[src/rtl/mips_bus_pkg.sv]
// Shared types and constants for the two-master memory bus arbiter.
package mips_bus_pkg;

    typedef enum logic [1:0] {
        IDLE  = 2'd0,
        OWN_I = 2'd1,
        OWN_D = 2'd2
    } arb_state_t;

    typedef enum logic {
        M_I = 1'b0,
        M_D = 1'b1
    } master_t;

    // Instruction fetch always reads a full word.
    localparam logic [3:0] FETCH_BYTEENABLE = 4'b1111;

endpackage

[src/rtl/mips_bus_arbiter_if.sv]
// Fetch/data master ports, slave bus and grant status of the memory bus arbiter.
interface mips_bus_arbiter_if #(
    parameter int ADDR_W = 32,
    parameter int DATA_W = 32
);
    logic [ADDR_W-1:0]   i_address;
    logic [ADDR_W-1:0]   d_address;
    logic                i_read;
    logic                d_read;
    logic                d_write;
    logic [DATA_W-1:0]   d_writedata;
    logic [DATA_W/8-1:0] d_byteenable;
    logic                i_waitrequest;
    logic                d_waitrequest;
    logic [DATA_W-1:0]   i_readdata;
    logic [DATA_W-1:0]   d_readdata;

    logic [ADDR_W-1:0]   address;
    logic                read;
    logic                write;
    logic [DATA_W-1:0]   writedata;
    logic [DATA_W/8-1:0] byteenable;
    logic                waitrequest;
    logic [DATA_W-1:0]   readdata;

    logic                grant_i;
    logic                grant_d;

    // CPU side: fetch and load/store units.
    modport master (
        output i_address, d_address, i_read, d_read, d_write, d_writedata, d_byteenable,
        input  i_waitrequest, d_waitrequest, i_readdata, d_readdata, grant_i, grant_d
    );

    // External RAM side.
    modport slave (
        input  address, read, write, writedata, byteenable,
        output waitrequest, readdata
    );

    modport arbiter (
        input  i_address, d_address, i_read, d_read, d_write, d_writedata, d_byteenable,
        input  waitrequest, readdata,
        output i_waitrequest, d_waitrequest, i_readdata, d_readdata,
        output address, read, write, writedata, byteenable,
        output grant_i, grant_d
    );
endinterface

[src/rtl/mips_bus_arbiter.sv]
// Round-robin arbiter sharing one waitrequest-style memory bus between the
// instruction-fetch and load/store masters; a grant is held until completion.
module mips_bus_arbiter
    import mips_bus_pkg::*;
(
    input  logic                 clk,
    input  logic                 reset,
    mips_bus_arbiter_if.arbiter  bus
);

    arb_state_t state_q, state_d;
    master_t    last_q, last_d;
    logic       req_i;
    logic       req_d;

    assign req_i = bus.i_read;
    assign req_d = bus.d_read | bus.d_write;

    always_ff @(posedge clk) begin
        if (reset) begin
            state_q <= IDLE;
            last_q  <= M_I;
        end else begin
            state_q <= state_d;
            last_q  <= last_d;
        end
    end

    // waitrequest only reaches the state through the owner's completion term.
    always_comb begin
        state_d = state_q;
        last_d  = last_q;
        unique case (state_q)
            IDLE: begin
                if (req_i && req_d)
                    state_d = (last_q == M_I) ? OWN_D : OWN_I;
                else if (req_i)
                    state_d = OWN_I;
                else if (req_d)
                    state_d = OWN_D;
            end
            OWN_I: begin
                if (!req_i) begin
                    state_d = IDLE;
                end else if (!bus.waitrequest) begin
                    last_d  = M_I;
                    state_d = req_d ? OWN_D : IDLE;
                end
            end
            OWN_D: begin
                if (!req_d) begin
                    state_d = IDLE;
                end else if (!bus.waitrequest) begin
                    last_d  = M_D;
                    state_d = req_i ? OWN_I : IDLE;
                end
            end
            default: state_d = IDLE;
        endcase
    end

    always_comb begin
        bus.address       = '0;
        bus.read          = 1'b0;
        bus.write         = 1'b0;
        bus.writedata     = '0;
        bus.byteenable    = '0;
        bus.i_waitrequest = 1'b1;
        bus.d_waitrequest = 1'b1;
        bus.grant_i       = 1'b0;
        bus.grant_d       = 1'b0;
        unique case (state_q)
            OWN_I: begin
                bus.grant_i       = 1'b1;
                bus.address       = bus.i_address;
                bus.read          = bus.i_read;
                bus.byteenable    = FETCH_BYTEENABLE;
                bus.i_waitrequest = bus.waitrequest;
            end
            OWN_D: begin
                bus.grant_d       = 1'b1;
                bus.address       = bus.d_address;
                bus.read          = bus.d_read;
                bus.write         = bus.d_write;
                bus.writedata     = bus.d_writedata;
                bus.byteenable    = bus.d_byteenable;
                bus.d_waitrequest = bus.waitrequest;
            end
            default: ;
        endcase
    end

    // Only the owner sees waitrequest low, so fanning readdata out is safe.
    assign bus.i_readdata = bus.readdata;
    assign bus.d_readdata = bus.readdata;

endmodule

[src/flat_wrapper.sv]
// flat-port wrapper written by rule: the top's interface ports become plain ports
module mips_bus_arbiter_flat import mips_bus_pkg::*;
  (clk, reset, bus_i_address, bus_d_address, bus_i_read, bus_d_read, bus_d_write, bus_d_writedata, bus_d_byteenable, bus_waitrequest, bus_readdata, bus_i_waitrequest, bus_d_waitrequest, bus_i_readdata, bus_d_readdata, bus_address, bus_read, bus_write, bus_writedata, bus_byteenable, bus_grant_i, bus_grant_d);
  mips_bus_arbiter_if #(.ADDR_W(32), .DATA_W(32)) bus_i ();
  input  logic clk;
  input  logic reset;
  input wire logic [$bits(bus_i.i_address)-1:0] bus_i_address;
  input wire logic [$bits(bus_i.d_address)-1:0] bus_d_address;
  input wire logic [$bits(bus_i.i_read)-1:0] bus_i_read;
  input wire logic [$bits(bus_i.d_read)-1:0] bus_d_read;
  input wire logic [$bits(bus_i.d_write)-1:0] bus_d_write;
  input wire logic [$bits(bus_i.d_writedata)-1:0] bus_d_writedata;
  input wire logic [$bits(bus_i.d_byteenable)-1:0] bus_d_byteenable;
  input wire logic [$bits(bus_i.waitrequest)-1:0] bus_waitrequest;
  input wire logic [$bits(bus_i.readdata)-1:0] bus_readdata;
  output wire logic [$bits(bus_i.i_waitrequest)-1:0] bus_i_waitrequest;
  output wire logic [$bits(bus_i.d_waitrequest)-1:0] bus_d_waitrequest;
  output wire logic [$bits(bus_i.i_readdata)-1:0] bus_i_readdata;
  output wire logic [$bits(bus_i.d_readdata)-1:0] bus_d_readdata;
  output wire logic [$bits(bus_i.address)-1:0] bus_address;
  output wire logic [$bits(bus_i.read)-1:0] bus_read;
  output wire logic [$bits(bus_i.write)-1:0] bus_write;
  output wire logic [$bits(bus_i.writedata)-1:0] bus_writedata;
  output wire logic [$bits(bus_i.byteenable)-1:0] bus_byteenable;
  output wire logic [$bits(bus_i.grant_i)-1:0] bus_grant_i;
  output wire logic [$bits(bus_i.grant_d)-1:0] bus_grant_d;
  assign bus_i.i_address = bus_i_address;
  assign bus_i.d_address = bus_d_address;
  assign bus_i.i_read = bus_i_read;
  assign bus_i.d_read = bus_d_read;
  assign bus_i.d_write = bus_d_write;
  assign bus_i.d_writedata = bus_d_writedata;
  assign bus_i.d_byteenable = bus_d_byteenable;
  assign bus_i.waitrequest = bus_waitrequest;
  assign bus_i.readdata = bus_readdata;
  assign bus_i_waitrequest = bus_i.i_waitrequest;
  assign bus_d_waitrequest = bus_i.d_waitrequest;
  assign bus_i_readdata = bus_i.i_readdata;
  assign bus_d_readdata = bus_i.d_readdata;
  assign bus_address = bus_i.address;
  assign bus_read = bus_i.read;
  assign bus_write = bus_i.write;
  assign bus_writedata = bus_i.writedata;
  assign bus_byteenable = bus_i.byteenable;
  assign bus_grant_i = bus_i.grant_i;
  assign bus_grant_d = bus_i.grant_d;
  mips_bus_arbiter u_core (.clk(clk), .reset(reset), .bus(bus_i));
endmodule
[config.mk]
export PLATFORM = sky130hd
export DESIGN_NAME = mips_bus_arbiter_flat
export DESIGN_NICKNAME = d
export VERILOG_FILES = /design/src/rtl/mips_bus_pkg.sv /design/src/rtl/mips_bus_arbiter_if.sv /design/src/rtl/mips_bus_arbiter.sv /design/src/flat_wrapper.sv
export SDC_FILE = /design/constraint.sdc
export NUM_CORES = 1
export LEC_CHECK = 0
export ABC_CLOCK_PERIOD_IN_PS = 2400
export CAP_MARGIN = 20
export CORE_AREA = 2 2 109 111
export DETAILED_ROUTE_END_ITERATION = 12
export DIE_AREA = 0 0 111 113
export PLACE_DENSITY = 0.62
export SLEW_MARGIN = 0
export SYNTH_ARGS = -nofsm -noshare
export SYNTH_HDL_FRONTEND = slang
export SYNTH_SLANG_ARGS = --single-unit
export TNS_END_PERCENT = 30
[constraint.sdc]
create_clock -name clk -period 2.4 [get_ports clk]
set_input_delay 0.24 -clock clk [delete_from_list [all_inputs] [get_ports clk]]
set_output_delay 0.24 -clock clk [all_outputs]
set_load 0.05 [all_outputs]
Yosys cells after proc, flatten, opt, wreduce, memory -nomap -nowiden
Index checks and enable logic that the tools add are counted.
{"block": "classes", "n_eq_ne": 9, "mux": 25, "n_bitwise": 1, "reduce_logical": 5}
{"op": "32-bit case mux with 2 select lines", "n": 1}
{"op": "32-bit two-way mux", "n": 1}
{"op": "2-bit two-way mux", "n": 9}
{"op": "1-bit two-way mux", "n": 10}
{"op": "4-bit case mux with 2 select lines", "n": 1}
{"op": "2-bit != test (second input constant)", "n": 3}
{"op": "3-bit != test (second input constant)", "n": 2}
{"op": "2-bit case mux with 3 select lines", "n": 1}
{"op": "5-bit AND reduction", "n": 1}
{"op": "4-bit by 2-bit != test with 1-bit output (second input constant)", "n": 1}
{"op": "1-bit case mux with 2 select lines", "n": 2}
{"op": "3-bit AND reduction", "n": 1}
{"op": "2-bit by 1-bit equality test with 1-bit output (second input constant)", "n": 1}
{"op": "2-bit equality test (second input constant)", "n": 1}
{"op": "2-bit logical NOT", "n": 1}
{"op": "2-bit by 1-bit != test with 1-bit output (second input constant)", "n": 1}
{"op": "2-bit nonzero test", "n": 1}
{"op": "1-bit logical AND", "n": 1}
{"op": "1-bit OR", "n": 1}
{"block": "word_totals", "reg_bits": 3, "wordCells": 42}

Longest topological paths before layout
{"block": "logic_depth", "depth_word": 5, "depth_mapped": 7, "depth_no_buf": 6}

Worst setup path before layout
Ideal clock, no wire load.
{"block": "synth_timing", "path_kind": "register -> output", "start": "register u_core.state_q[0]", "end": "output bus_address[13]", "arrival_ns": 2.254, "required_ns": 2.160, "setup_slack_ns": -0.094, "stages_incl_launch_ff": 7, "path_buffers": 2, "path_cell_list": "dfxtp_1 inv_1 ha_1 buf_2 clkbuf_1 a22oi_1 nor2b_1"}
{"block": "synth_between", "elab_chain_cells": 2, "elab_cells_between_ends": 3, "classes_between": "2 x eq/ne; 1 x mux"}
{"element": "start, declared", "line_no": "mips_bus_arbiter.sv:11", "source": "arb_state_t state_q, state_d;"}
{"element": "start signal, assigned", "line_no": "mips_bus_arbiter.sv:24", "source": "state_q <= state_d;"}
{"element": "2-bit equality test / 2-bit by 1-bit equality test with 1-bit output (equally long branches)", "line_no": "mips_bus_arbiter.sv:72", "source": "unique case (state_q)"}
{"element": "32-bit case mux with 2 select lines *", "line_no": "mips_bus_arbiter.sv:72"}
{"element": "end, declared", "line_no": "flat_wrapper.sv:20", "source": "output wire logic [$bits(bus_i.address)-1:0] bus_address;"}
Every way passes the cells marked *; elsewhere a longest branch is shown, timed or not.

Final worst setup path
{"block": "layout_timing", "start": "register u_core.state_q[0]", "end": "output bus_address[12]"}
The elaborated chain is that of the path after synthesis.

==> flow_metrics.py <==
metrics = {
    "run_status": {
        "outcome": "finished clean",
    },
    "place": {
        "gp_congestion": 0.893,
        "dp_cells": 468,
        "place_area_um2": 3450,
        "io_buffers": 179,
        "dp_hpwl_um": 6040,
    },
    "route": {
        "drc": 0,
        "wl_per_cell_um": 14.9,
        "viasPerCell": 3.97,
        "drt_iter0_drc": 67,
        "ant_nets": 0,
        "dr.pass1.iters": 4,
        "routed_wl_um": 7070,
        "via_count": 1877,
    },
    "worst_setup_path": {
        "worst_ep_required_time_ns": 2.16,
        "worstSetupEndpointType": "primary output",
        "arrival_ns": 1.79,
        "crit_type": "register to primary output",
        "cp-start-kind": "register",
        "worstPathMaxFanout": 37,
    },
    "clock_network": {
        "path_clk_slew_ns": 0.03,
        "root_buffer": "clkbuf_16",
        "insertion_delay_ns": 0.23,
        "cts_resized": 0,
        "ctsLongestPathBuffers": 2,
        "cts_tree": "built",
        "htreeDepth": 1,
        "cts_hold_buf": 0,
        "cts_buffers": 3,
        "post_cts_buffers": 0,
        "cts_num_sinks": 3,
    },
    "synthesis": {
        "ys_ff_latch": 3,
        "synth_warnings": 0,
        "syn_avg_cell_area_um2": 6.88,
        "synth_edf_count": 0,
        "ys_types": 25,
        "syn_inst": 220,
        "synth_top_area_share_pct": 31.8,
        "ys.flop_type": "dfxtp_1",
        "syn-num-nets": 362,
        "async_flop_share_pct": 0,
        "syn_area_um2": 1510,
        "yosysTopAreaCell": "buf_4",
        "yosys-top-cells-area": "buf_4, a22oi_1, nor2b_1",
        "seq_area_frac_synth_pct": 3.97,
    },
    "layout": {
        "layout-drive-gt1-share_pct": 29.5,
        "fin_cells": 473,
        "multi_input_area_um2": 927,
        "design_area_um2": 3530,
        "nFillCells": 1125,
        "fin_nets": 472,
        "layout-area-overhead-vs-synth_pct": 134,
        "regArea_um2": 60.1,
    },
    "sta": {
        "period_share_pct": 84.6,
        "tns_ns": 0,
        "worst_slew_pin_slew_ns": 0.493,
        "setup_viol": 0,
        "finalClockSkew_ns": 0.00131,
        "slew_violations": 0,
        "fmax_mhz": 493,
        "finalCriticalPeriod_ns": 2.03,
        "rsz0062_at_grt": "no",
        "hold_viol": 0,
        "slew_headroom_pct": 67.0,
    },
    "die": {
        "die_area_um2": 12500,
        "die_y_um": 113,
        "start_util_pct": 13.4,
        "dieWidth_um": 111,
        "io_pins": 276,
        "num_rows": 39,
        "core-area_um2": 11300,
    },
    "grt": {
        "track_usage_pct": 10.4,
        "first_global_vias": 2031,
        "grt_max_degree": 46,
        "gr-total-overflow": 0,
        "antenna_found_initial": 1,
        "grt_pass1_wl_um": 10600,
    },
    "job": {
        "maxCapViolations": 0,
    },
    "power_and_ir_drop": {
        "peakVddDrop_mv": 0.309,
        "powerDensity_nw_per_um2": 543,
        "leakagePower_nw": 1.33,
    },
    "worst_hold_path": {
        "hold_class": "input pin to primary output",
    },
}
==> where the power goes <==
| group | internal [mW] | switching (mW) | total (mW) |
|---|---|---|---|
| combinational | 0.734 | 0.853 | 1.59 |
| clock | 0.219 | 0.0474 | 0.267 |
| sequential | 0.0574 | 0.00747 | 0.0649 |
==> layout by cell type, fill, tap and decap left out, types with 3 or more instances in the layout <==
cell type | synthesis | routed
buf_12 | 0 | 50
dfxtp_1 | 3 | 3
nor2b_1 | 36 | 26
clkdlybuf4s50_1 | 0 | 106
a21oi_1 | 6 | 6
buf_4 | 64 | 28
clkbuf_16 | 0 | 3
and2_1 | 33 | 33
nor2_1 | 3 | 3
nand2_1 | 7 | 7
inv_1 | 4 | 4
a22oi_1 | 32 | 32
nor2b_2 | 0 | 10
==> state kept, by name, indices dropped and copies added (netlist names) <==
name / flops
u_core.state_q: 2
u_core.last_q: 1
==> synthesized netlist by cell type, drive strengths merged, types with 2 or more instances <==
master	number
nor2b	36
clkbuf	8
and2	33
o21ai	2
inv	4
dfxtp	3
a22oi	32
a21oi	6
ha	4
nand2	7
nand2b	2
nor2	3
buf	71
==> critical path, cell delays in order (launching register included) <==
cell,delay (ns)
dfxtp_1,0.37
inv_1,0.09
ha_1,0.28
buf_4,0.31
nor2b_1,0.32
buf_12,0.18
==> layer usage <==
metal	global-route usage, %	wire (um)	vias to the layer above
li1	-	-	887
met1	9.69	2180	816
met2	21.2	3880	149
met3	3.11	792	25
met4	3.83	217	0
met5	0	0	-
==> path summary, 6_finish.rpt <==
kind,slack (ns),from,end,cells past startpoint
worst max-delay path,0.37,u_core.state_q[0],bus_address[12],5
worst min-delay path,0.48,bus_readdata[14],bus_d_readdata[14],0
worst max register to register,0.73,u_core.state_q[1],u_core.state_q[0],7
worst min register to register,0.50,u_core.state_q[1],u_core.state_q[1],2
==> cells by family after synthesis <==
group / count (synthesis) / synth area share [%]
AOI/OAI and AO/OA: 47 / 22.9
adders and majority gates: 4 / 3.31
buffers and inverters: 83 / 36.7
DFF: 3 / 3.97
and+or+nand+nor: 83 / 33.1
==> area by class of cell <==
class / count / area share (%)
tap: 143 / 5.06
inverter: 4 / 0.425
timing repair buffer: 184 / 64.3
antenna: 1 / 0.0708
clock buffer: 4 / 2.23
multi-input combinational: 134 / 26.2
sequential: 3 / 1.70
==> stage by stage <==
stage / utilization [%] / power [mW] / worst slack [ns] / hold WS (ns)
finish: 31.4 / 1.92 / 0.370 / 0.480
global route: 31.4 / 2.01 / 0.281 / 0.480
global placement: 30.6 / 1.66 / 0.452 / 0.480
floorplan: - / 1.20 / -0.0938 / 0.309
detailed placement: 30.6 / 1.67 / 0.410 / 0.480
CTS: 31.3 / 1.94 / 0.344 / 0.480
No activity file was read; power rests on OpenSTA's default activity.
